$ cat config.mk
export PLATFORM = sky130hd
export DESIGN_NAME = bcd_countdown_2digit
export DESIGN_NICKNAME = d
export VERILOG_FILES = /design/src/rtl/bcd_countdown_2digit_pkg.sv /design/src/rtl/bcd_countdown_2digit_digit.sv /design/src/rtl/bcd_countdown_2digit.sv
export SDC_FILE = /design/constraint.sdc
export NUM_CORES = 1
export LEC_CHECK = 0
export CORE_ASPECT_RATIO = 0.7
export CORE_MARGIN = 2
export CORE_UTILIZATION = 45
export DETAILED_ROUTE_END_ITERATION = 6
export PLACE_DENSITY = 0.8
export SYNTH_ARGS = -nofsm -noshare
export SYNTH_HDL_FRONTEND = slang
export SYNTH_HIERARCHICAL = 1
export SYNTH_SLANG_ARGS = --single-unit
export TNS_END_PERCENT = 50
$ cat constraint.sdc
create_clock -name clock -period 3.4 [get_ports clock]
set_clock_uncertainty 0.1 [all_clocks]
set_input_delay 0.68 -clock clock [delete_from_list [all_inputs] [get_ports clock]]
set_output_delay 0.68 -clock clock [all_outputs]
set_load 0.1 [all_outputs]
$ cat src/rtl/bcd_countdown_2digit_pkg.sv
// ---------------------------------------------------------------------------
// bcd_countdown_2digit_pkg
// Shared definitions for the two-digit BCD countdown timer: controller state
// encoding, the largest legal BCD digit and a digit clamp helper.
// ---------------------------------------------------------------------------
package bcd_countdown_2digit_pkg;

    typedef enum logic [1:0] {
        ST_IDLE  = 2'd0,
        ST_RUN   = 2'd1,
        ST_PAUSE = 2'd2,
        ST_DONE  = 2'd3
    } state_e;

    localparam logic [3:0] BCD_MAX = 4'd9;

    // Values 10..15 are not BCD; saturate them to the largest digit.
    function automatic logic [3:0] clamp_bcd(input logic [3:0] d);
        logic [3:0] r;
        if (d > BCD_MAX) begin
            r = BCD_MAX;
        end else begin
            r = d;
        end
        return r;
    endfunction

endpackage

$ cat src/rtl/bcd_countdown_2digit_digit.sv
// ---------------------------------------------------------------------------
// bcd_digit_down
// One BCD digit that counts down and wraps 0 -> 9.
// Ports:
//   clock     system clock
//   reset     synchronous active-high reset, clears the digit
//   dec       decrement request (ignored while load is high)
//   load      load strobe, takes priority over dec
//   load_val  value to load (caller guarantees 0..9)
//   digit     current digit value
//   borrow    dec while digit is 0; decrements the next-higher digit
//   is_zero   digit equals 0
// ---------------------------------------------------------------------------
module bcd_digit_down
    import bcd_countdown_2digit_pkg::*;
(
    input  logic       clock,
    input  logic       reset,
    input  logic       dec,
    input  logic       load,
    input  logic [3:0] load_val,
    output logic [3:0] digit,
    output logic       borrow,
    output logic       is_zero
);

    logic [3:0] digit_r;

    // Digit register: reset, then load, then decrement with 0 -> 9 wrap.
    always_ff @(posedge clock) begin
        if (reset) begin
            digit_r <= 4'd0;
        end else if (load) begin
            digit_r <= load_val;
        end else if (dec) begin
            if (digit_r == 4'd0) begin
                digit_r <= BCD_MAX;
            end else begin
                digit_r <= digit_r - 4'd1;
            end
        end else begin
            digit_r <= digit_r;
        end
    end

    assign digit   = digit_r;
    assign is_zero = (digit_r == 4'd0);
    assign borrow  = dec && (digit_r == 4'd0);

endmodule

$ cat src/rtl/bcd_countdown_2digit.sv
// ---------------------------------------------------------------------------
// bcd_countdown_2digit
// Loadable two-digit BCD countdown timer with run/pause/done control and a
// built-in tick prescaler (TICK_DIV clock cycles per count step).
// Ports:
//   clock      system clock
//   reset      synchronous active-high reset
//   load       strobe: capture clamped load_dig1/load_dig0, go IDLE
//   load_dig1  tens digit to load
//   load_dig0  ones digit to load
//   start      strobe: start from IDLE (value non-zero) or resume from PAUSE
//   stop       strobe: pause from RUN
//   dig1       tens digit, BCD
//   dig0       ones digit, BCD
//   running    high while in RUN (registered)
//   done       one-cycle pulse on entry to DONE (registered)
// ---------------------------------------------------------------------------
module bcd_countdown_2digit
    import bcd_countdown_2digit_pkg::*;
#(
    parameter int TICK_DIV = 50_000_000
)(
    input  logic       clock,
    input  logic       reset,
    input  logic       load,
    input  logic [3:0] load_dig1,
    input  logic [3:0] load_dig0,
    input  logic       start,
    input  logic       stop,
    output logic [3:0] dig1,
    output logic [3:0] dig0,
    output logic       running,
    output logic       done
);

    localparam int PW = (TICK_DIV > 1) ? $clog2(TICK_DIV) : 1;
    localparam logic [PW-1:0] TICK_LAST = PW'(TICK_DIV - 1);

    state_e        state_r, state_next_s;
    logic [PW-1:0] presc_r, presc_next_s;
    logic          running_r, done_r;
    logic          running_next_s, done_next_s;

    logic          tick_s, dec_s, dec_to_zero_s, value_zero_s;
    logic          ones_borrow_s, ones_zero_s, tens_zero_s;
    logic          unused_tens_borrow_s;

    // A step is due on the last prescaler count in RUN; stop and load pre-empt it.
    assign tick_s        = (state_r == ST_RUN) && (presc_r == TICK_LAST);
    assign dec_s         = tick_s && !stop && !load;
    assign value_zero_s  = tens_zero_s && ones_zero_s;
    // Only 01 decrements into 00; that edge also enters DONE.
    assign dec_to_zero_s = dec_s && tens_zero_s && (dig0 == 4'd1);

    bcd_digit_down u_ones (
        .clock    (clock),
        .reset    (reset),
        .dec      (dec_s),
        .load     (load),
        .load_val (clamp_bcd(load_dig0)),
        .digit    (dig0),
        .borrow   (ones_borrow_s),
        .is_zero  (ones_zero_s)
    );

    bcd_digit_down u_tens (
        .clock    (clock),
        .reset    (reset),
        .dec      (ones_borrow_s),
        .load     (load),
        .load_val (clamp_bcd(load_dig1)),
        .digit    (dig1),
        .borrow   (unused_tens_borrow_s),
        .is_zero  (tens_zero_s)
    );

    // State, prescaler and registered status outputs.
    always_ff @(posedge clock) begin
        if (reset) begin
            state_r   <= ST_IDLE;
            presc_r   <= {PW{1'b0}};
            running_r <= 1'b0;
            done_r    <= 1'b0;
        end else begin
            state_r   <= state_next_s;
            presc_r   <= presc_next_s;
            running_r <= running_next_s;
            done_r    <= done_next_s;
        end
    end

    // Next-state and next-prescaler logic; load overrides everything.
    always_comb begin
        state_next_s = state_r;
        presc_next_s = presc_r;
        if (load) begin
            state_next_s = ST_IDLE;
            presc_next_s = {PW{1'b0}};
        end else begin
            case (state_r)
                ST_IDLE: begin
                    if (start && !value_zero_s) begin
                        state_next_s = ST_RUN;
                        presc_next_s = {PW{1'b0}};
                    end else begin
                        state_next_s = ST_IDLE;
                    end
                end
                ST_RUN: begin
                    if (stop) begin
                        // Prescaler is held so resume continues mid-step.
                        state_next_s = ST_PAUSE;
                    end else if (tick_s) begin
                        presc_next_s = {PW{1'b0}};
                        if (dec_to_zero_s) begin
                            state_next_s = ST_DONE;
                        end else begin
                            state_next_s = ST_RUN;
                        end
                    end else begin
                        presc_next_s = presc_r + PW'(1);
                    end
                end
                ST_PAUSE: begin
                    if (start) begin
                        state_next_s = ST_RUN;
                    end else begin
                        state_next_s = ST_PAUSE;
                    end
                end
                ST_DONE: begin
                    state_next_s = ST_DONE;
                end
                default: begin
                    state_next_s = ST_IDLE;
                    presc_next_s = {PW{1'b0}};
                end
            endcase
        end
    end

    // Status outputs derived from the upcoming state so they register with it.
    always_comb begin
        running_next_s = (state_next_s == ST_RUN);
        done_next_s    = (state_next_s == ST_DONE) && (state_r != ST_DONE);
    end

    assign running = running_r;
    assign done    = done_r;

endmodule
==> results of run 1 <==
[worst max-delay path: cells and delay by family, from the launching register on]
| family | cells | cell delay (ps) |
|---|---|---|
| and+or+nand+nor | 8 | 2340 |
| AOI/OAI and AO/OA | 1 | 80 |
| buffers and inverters | 1 | 160 |
| DFF | 1 | 370 |
[state kept, by name, summed over array words and instances, names as in the netlist]
| signal | flops |
|---|---|
| done | 1 |
| u_ones/digit | 4 |
| presc_r | 26 |
| running | 1 |
| u_tens/digit | 4 |
| state_r | 2 |
[routing by layer]
layer	wire [um]	vias to the layer above	GRT usage, %
li1	-	949	-
met4	65	0	7.48
met1	2450	899	29.4
met3	248	9	5.31
met5	0	-	0
met2	2020	59	28.2
[repair_timing]
action,in CTS,in global routing
gates resized for setup,0,2
buffers inserted,0,0
endpoints found under the setup margin,0,2
[layout make-up]
class | count | share of cell area [%]
inverter | 9 | 1.39
timing repair buffer | 29 | 10.2
sequential | 38 | 31.2
tap | 55 | 2.83
multi-input combinational | 193 | 50.6
clock inverter | 1 | 0.206
clock buffer | 7 | 3.55
[final timing paths]
check	start	to	slack (ps)	depth (start not counted)
min reg2reg	presc_r[16]	presc_r[16]	390	2
max	presc_r[11]	u_tens/digit[2]	210	10
max reg2reg	presc_r[11]	u_tens/digit[2]	210	10
min	presc_r[16]	presc_r[16]	390	2
[where the power goes]
| part | switching, mW | internal [mW] | total, mW |
|---|---|---|---|
| combinational | 0.0973 | 0.0449 | 0.142 |
| clock | 0.155 | 0.164 | 0.319 |
| sequential | 0.0155 | 0.453 | 0.469 |
| total | 0.268 | 0.662 | 0.930 |
[metrics by stage]
stage               power, mW  util, %
global placement        0.617     53.6
finish                  0.930     55.9
global route            0.967     55.9
detailed placement      0.620     53.6
floorplan               0.578        -
CTS                     0.935     55.7
==> flow_summary_export.csv, run 1 <==
group,metric,value,unit
finish,drive_above_1_share,15.2,%
setup_path,arrival,3250,ps
floorplan,pin_count,23,
global_routing,grt_overflow,0,
finish,seq_area,761,sq um
clock_network,cts_hold_buffers,0,
synthesis,synth_area,0.00205,sq mm
routing,drc_errors,0,
routing,num_vias,1916,
sta,rsz0062_at_grt,"false",
global_routing,antenna_found_initial,0,
routing,via_per_inst,5.77,
job,cap_violations,0,
floorplan,row_count,20,
sta,tightest_slew,488,ps
finish,nets,290,
place,routabilityCongestion,0.847,
synthesis,syn_avg_cell_area,8.28,sq um
synthesis,postSynthCellCount,248,
setup_path,crit_fanout,7,
global_routing,grt_max_degree,27,
finish,final_common_cell,"dfxtp_1",
sta,setup_violations,0,
sta,maxSlewViolCount,0,
sta,finalSetupTns,0,ps
clock_network,cts_root_buf,"clkbuf_8",
routing,ant_nets,0,
place,dp.cells,324,
status,run_status,"completed",
global_routing,grt_usage,20.0,%
setup_path,cp_slowest_cell,"or4b_4",
routing,drt_iter0_drc,200,
finish,final_cells,332,
sta,layout_setup_ws,208,ps
synthesis,yosys_warnings,6,
hold_path,hold_class,"register to register",
setup_path,path_cells,"or4b_4, nor4_2, nand3_1, nor3_2, or3b_2, nor3_1, buf_4, or3b_2, nand2_1, a311oi_1",
setup_path,start_kind,"register",
sta,finalCriticalPeriod,3190,ps
sta,holdWs,390,ps
global_routing,grt_pass1_vias,1733,
sta,max_clock_freq,313,MHz
sta,maxSlewHeadroom,67.3,%
sta,fin_crit_sh,93.9,%
clock_network,clk_pin_slew,70,ps
place,port_buffers,22,
synthesis,syn_nets,262,
routing,routed_wl,4.79,mm
finish,syn_to_final_growth,18.6,%
finish,fin_area,0.00243,sq mm
floorplan,core,0.00435,sq mm
floorplan,fp.dieH,60.5,um
clock_network,cts_max_path_buffers,2,
finish,diodes,0,
sta,hold_viol,0,
clock_network,cts_buffers,5,
setup_path,crit_path_frequent_cell,"or3b_2",
finish,multi_input_comb_area,0.00123,sq mm
clock_network,cts_sinks,38,
finish,layout_common_cells,"dfxtp_1, nor2_1, nand2_1",
floorplan,die_x,84.7,um
finish,fillCellCount,409,
routing,wl_per_cell,14.4,um
floorplan,dieArea,0.00513,sq mm
clock_network,tritoncts,"done",
clock_network,cts.htree.levels,2,
clock_network,worstSkewPairLatency,290,ps
setup_path,required,3450,ps
power_and_ir_drop,irDropWorstVdd,0.000325,V
global_routing,grt_pass1_wl,8.07,mm
place,post-place-ws,258,ps
power_and_ir_drop,p_leak,0.807,nW
routing,dr.pass1.iters,5,
place,place_hpwl,3.38,mm
setup_path,endpoint_kind,"register",
setup_path,crit_type,"register to register",
power_and_ir_drop,p_per_area,382,mW/mm^2
place,place_area,0.00233,sq mm
floorplan,initial_core_util,47.2,%
setup_path,max_stage_delay,590,ps
Power figures use the tool's default switching activity.
==> run 2, diff against run 1 <==
ABC_AREA = 0   (was default)
==> results of run 2 <==
The final DEF is identical to that of run 1; final timing and power are the same.
==> RTL edit (config.mk and constraints of run 2) <==
`TICK_DIV`: 50_000_000 -> 12_500_000.
--- a/src/rtl/bcd_countdown_2digit.sv
+++ b/src/rtl/bcd_countdown_2digit.sv
@@ -19,5 +19,5 @@
     import bcd_countdown_2digit_pkg::*;
 #(
-    parameter int TICK_DIV = 50_000_000
+    parameter int TICK_DIV = 12_500_000
 )(
     input  logic       clock,
Function: same outputs for any inputs over 10 cycles, from zero or initial values and one cycle with reset high; that may be too few to reach the edited logic, so the function may still have changed.
==> RTL edit against run 2 <==
Worst setup slack improved by 14 ps. Area after synthesis rose by 0.37%. Total power rose by 4.2%. Clock power rose by 18%. Utilization fell by 0.21 points. Cell area rose by 0.21%. Sequential cell count fell by 2. Routed wire length fell by 10%. Via count fell by 8.9%. Critical path depth did not move.
==> RTL edit: results (changes against run 2) <==
* Run status: finished, final reports clean (unchanged)
* Met1 routed wirelength after detailed routing at 2230 µm (was 2450 µm)
* Endpoint of the worst hold-timing path: presc_r[1]$_SDFFE_PP0P_ (was presc_r[16]$_SDFFE_PP0P_)
* Worst reg2reg path startpoint: presc_r[8]$_SDFFE_PP0P_ (was presc_r[11]$_SDFFE_PP0P_)
* Via count of the first global-routing pass at 1622 (was 1733)
* GRT Overall Usage at 18.8% (was 20.0%)
* Wire length on met2 at 1800 µm (was 2020 µm)
* Max IR drop VDD at 0.000238 V (was 0.000325 V)
* Pin count of the biggest net entering global routing at 17 (was 27)
* Gp weighted congestion at 0.838 (was 0.847)
* Static leakage at 0.000753 µW (was 0.000807 µW)
* Wire per inst at 13.7 µm (was 14.4 µm)
* Largest fanout on the critical path at 8 (was 7)
* Vias per inst at 5.56 (was 5.77)
* Post-CTS repair timing setup buffer count at 0 (unchanged)
* Number of port buffers at 22 (unchanged)
* Sum of met3 wire segment lengths after detailed routing at 166 µm (was 248 µm)
* Hold path startpoint: presc_r[1]$_SDFFE_PP0P_ (was presc_r[16]$_SDFFE_PP0P_)
* Number of flip-flops under the largest register name at 24 (was 26)
* Worst path max stage delay at 550 ps (was 590 ps)
* Slew at the pin closest to its max-slew limit at 598 ps (was 488 ps)
* Post-place setup slack at 270 ps (was 258 ps)
* CP arrival at 3240 ps (was 3250 ps)
* Top register by number of flip-flops: presc_r (unchanged)
* Initial DRT Pass Iterations at 4 (was 5)
* Fraction of final layout cells with drive strength greater than 1 at 23.6% (was 15.2%)
* Placed Instance Area at 0.00233 mm² (unchanged)
* Half-perimeter wire length after detailed placement at 3020 µm (was 3380 µm)
* DR iter-0 viols at 62 (was 200)
* Hold WS at 430 ps (was 390 ps)
* Synthesized Nets at 244 (was 262)
* Wire length of the first global-routing pass at 7500 µm (was 8070 µm)
* Cell depth of the worst hold path at 2 (unchanged)
* Nets@finish at 272 (was 290)
[RTL edit: cell type report]
class                      count  area [µm²]
inverter                       4        15.0
clock buffer                   6        72.6
timing repair buffer          30         255
multi-input combinational    181        1270
clock inverter                 2        35.0
tap                           55        68.8
sequential                    36         721
fill                         380        1940
[RTL edit: power breakdown]
part           switching, µW  internal [µW]  leakage [µW]
logic                    103           45.1      0.000405
clock network            157            218     0.0000552
registers               15.5            430      0.000292
total                    276            693      0.000753
[RTL edit: routing by layer]
metal  up-vias  track usage [%]
li1        883                -
met1       824             26.3
met2        30             27.8
met3         8             3.95
met4         0             9.75
met5         -                0
[RTL edit: through the flow]
| stage | cells | util, % |
|---|---|---|
| final | 314 | 55.7 |
| after global routing | 314 | 55.7 |
| after CTS | 314 | 55.7 |
| after detailed placement | 306 | 53.3 |
| after global placement | 306 | 53.3 |
| after floorplan | 230 | - |
[RTL edit: worst max path at each step]
stage | from | to | slack [ps] | cells past startpoint
floorplan | presc_r[7]$_SDFFE_PP0P_ | u_tens/digit[2]$_SDFFE_PP0P_ | 170 | 9
global placement | presc_r[8]$_SDFFE_PP0P_ | u_tens/digit[2]$_SDFFE_PP0P_ | 320 | 10
detailed placement | presc_r[8]$_SDFFE_PP0P_ | u_tens/digit[2]$_SDFFE_PP0P_ | 270 | 10
CTS | presc_r[8]$_SDFFE_PP0P_ | u_tens/digit[2]$_SDFFE_PP0P_ | 250 | 10
global route | presc_r[17]$_SDFFE_PP0P_ | u_tens/digit[2]$_SDFFE_PP0P_ | 20 | 10
finish | presc_r[8]$_SDFFE_PP0P_ | u_tens/digit[2]$_SDFFE_PP0P_ | 220 | 10
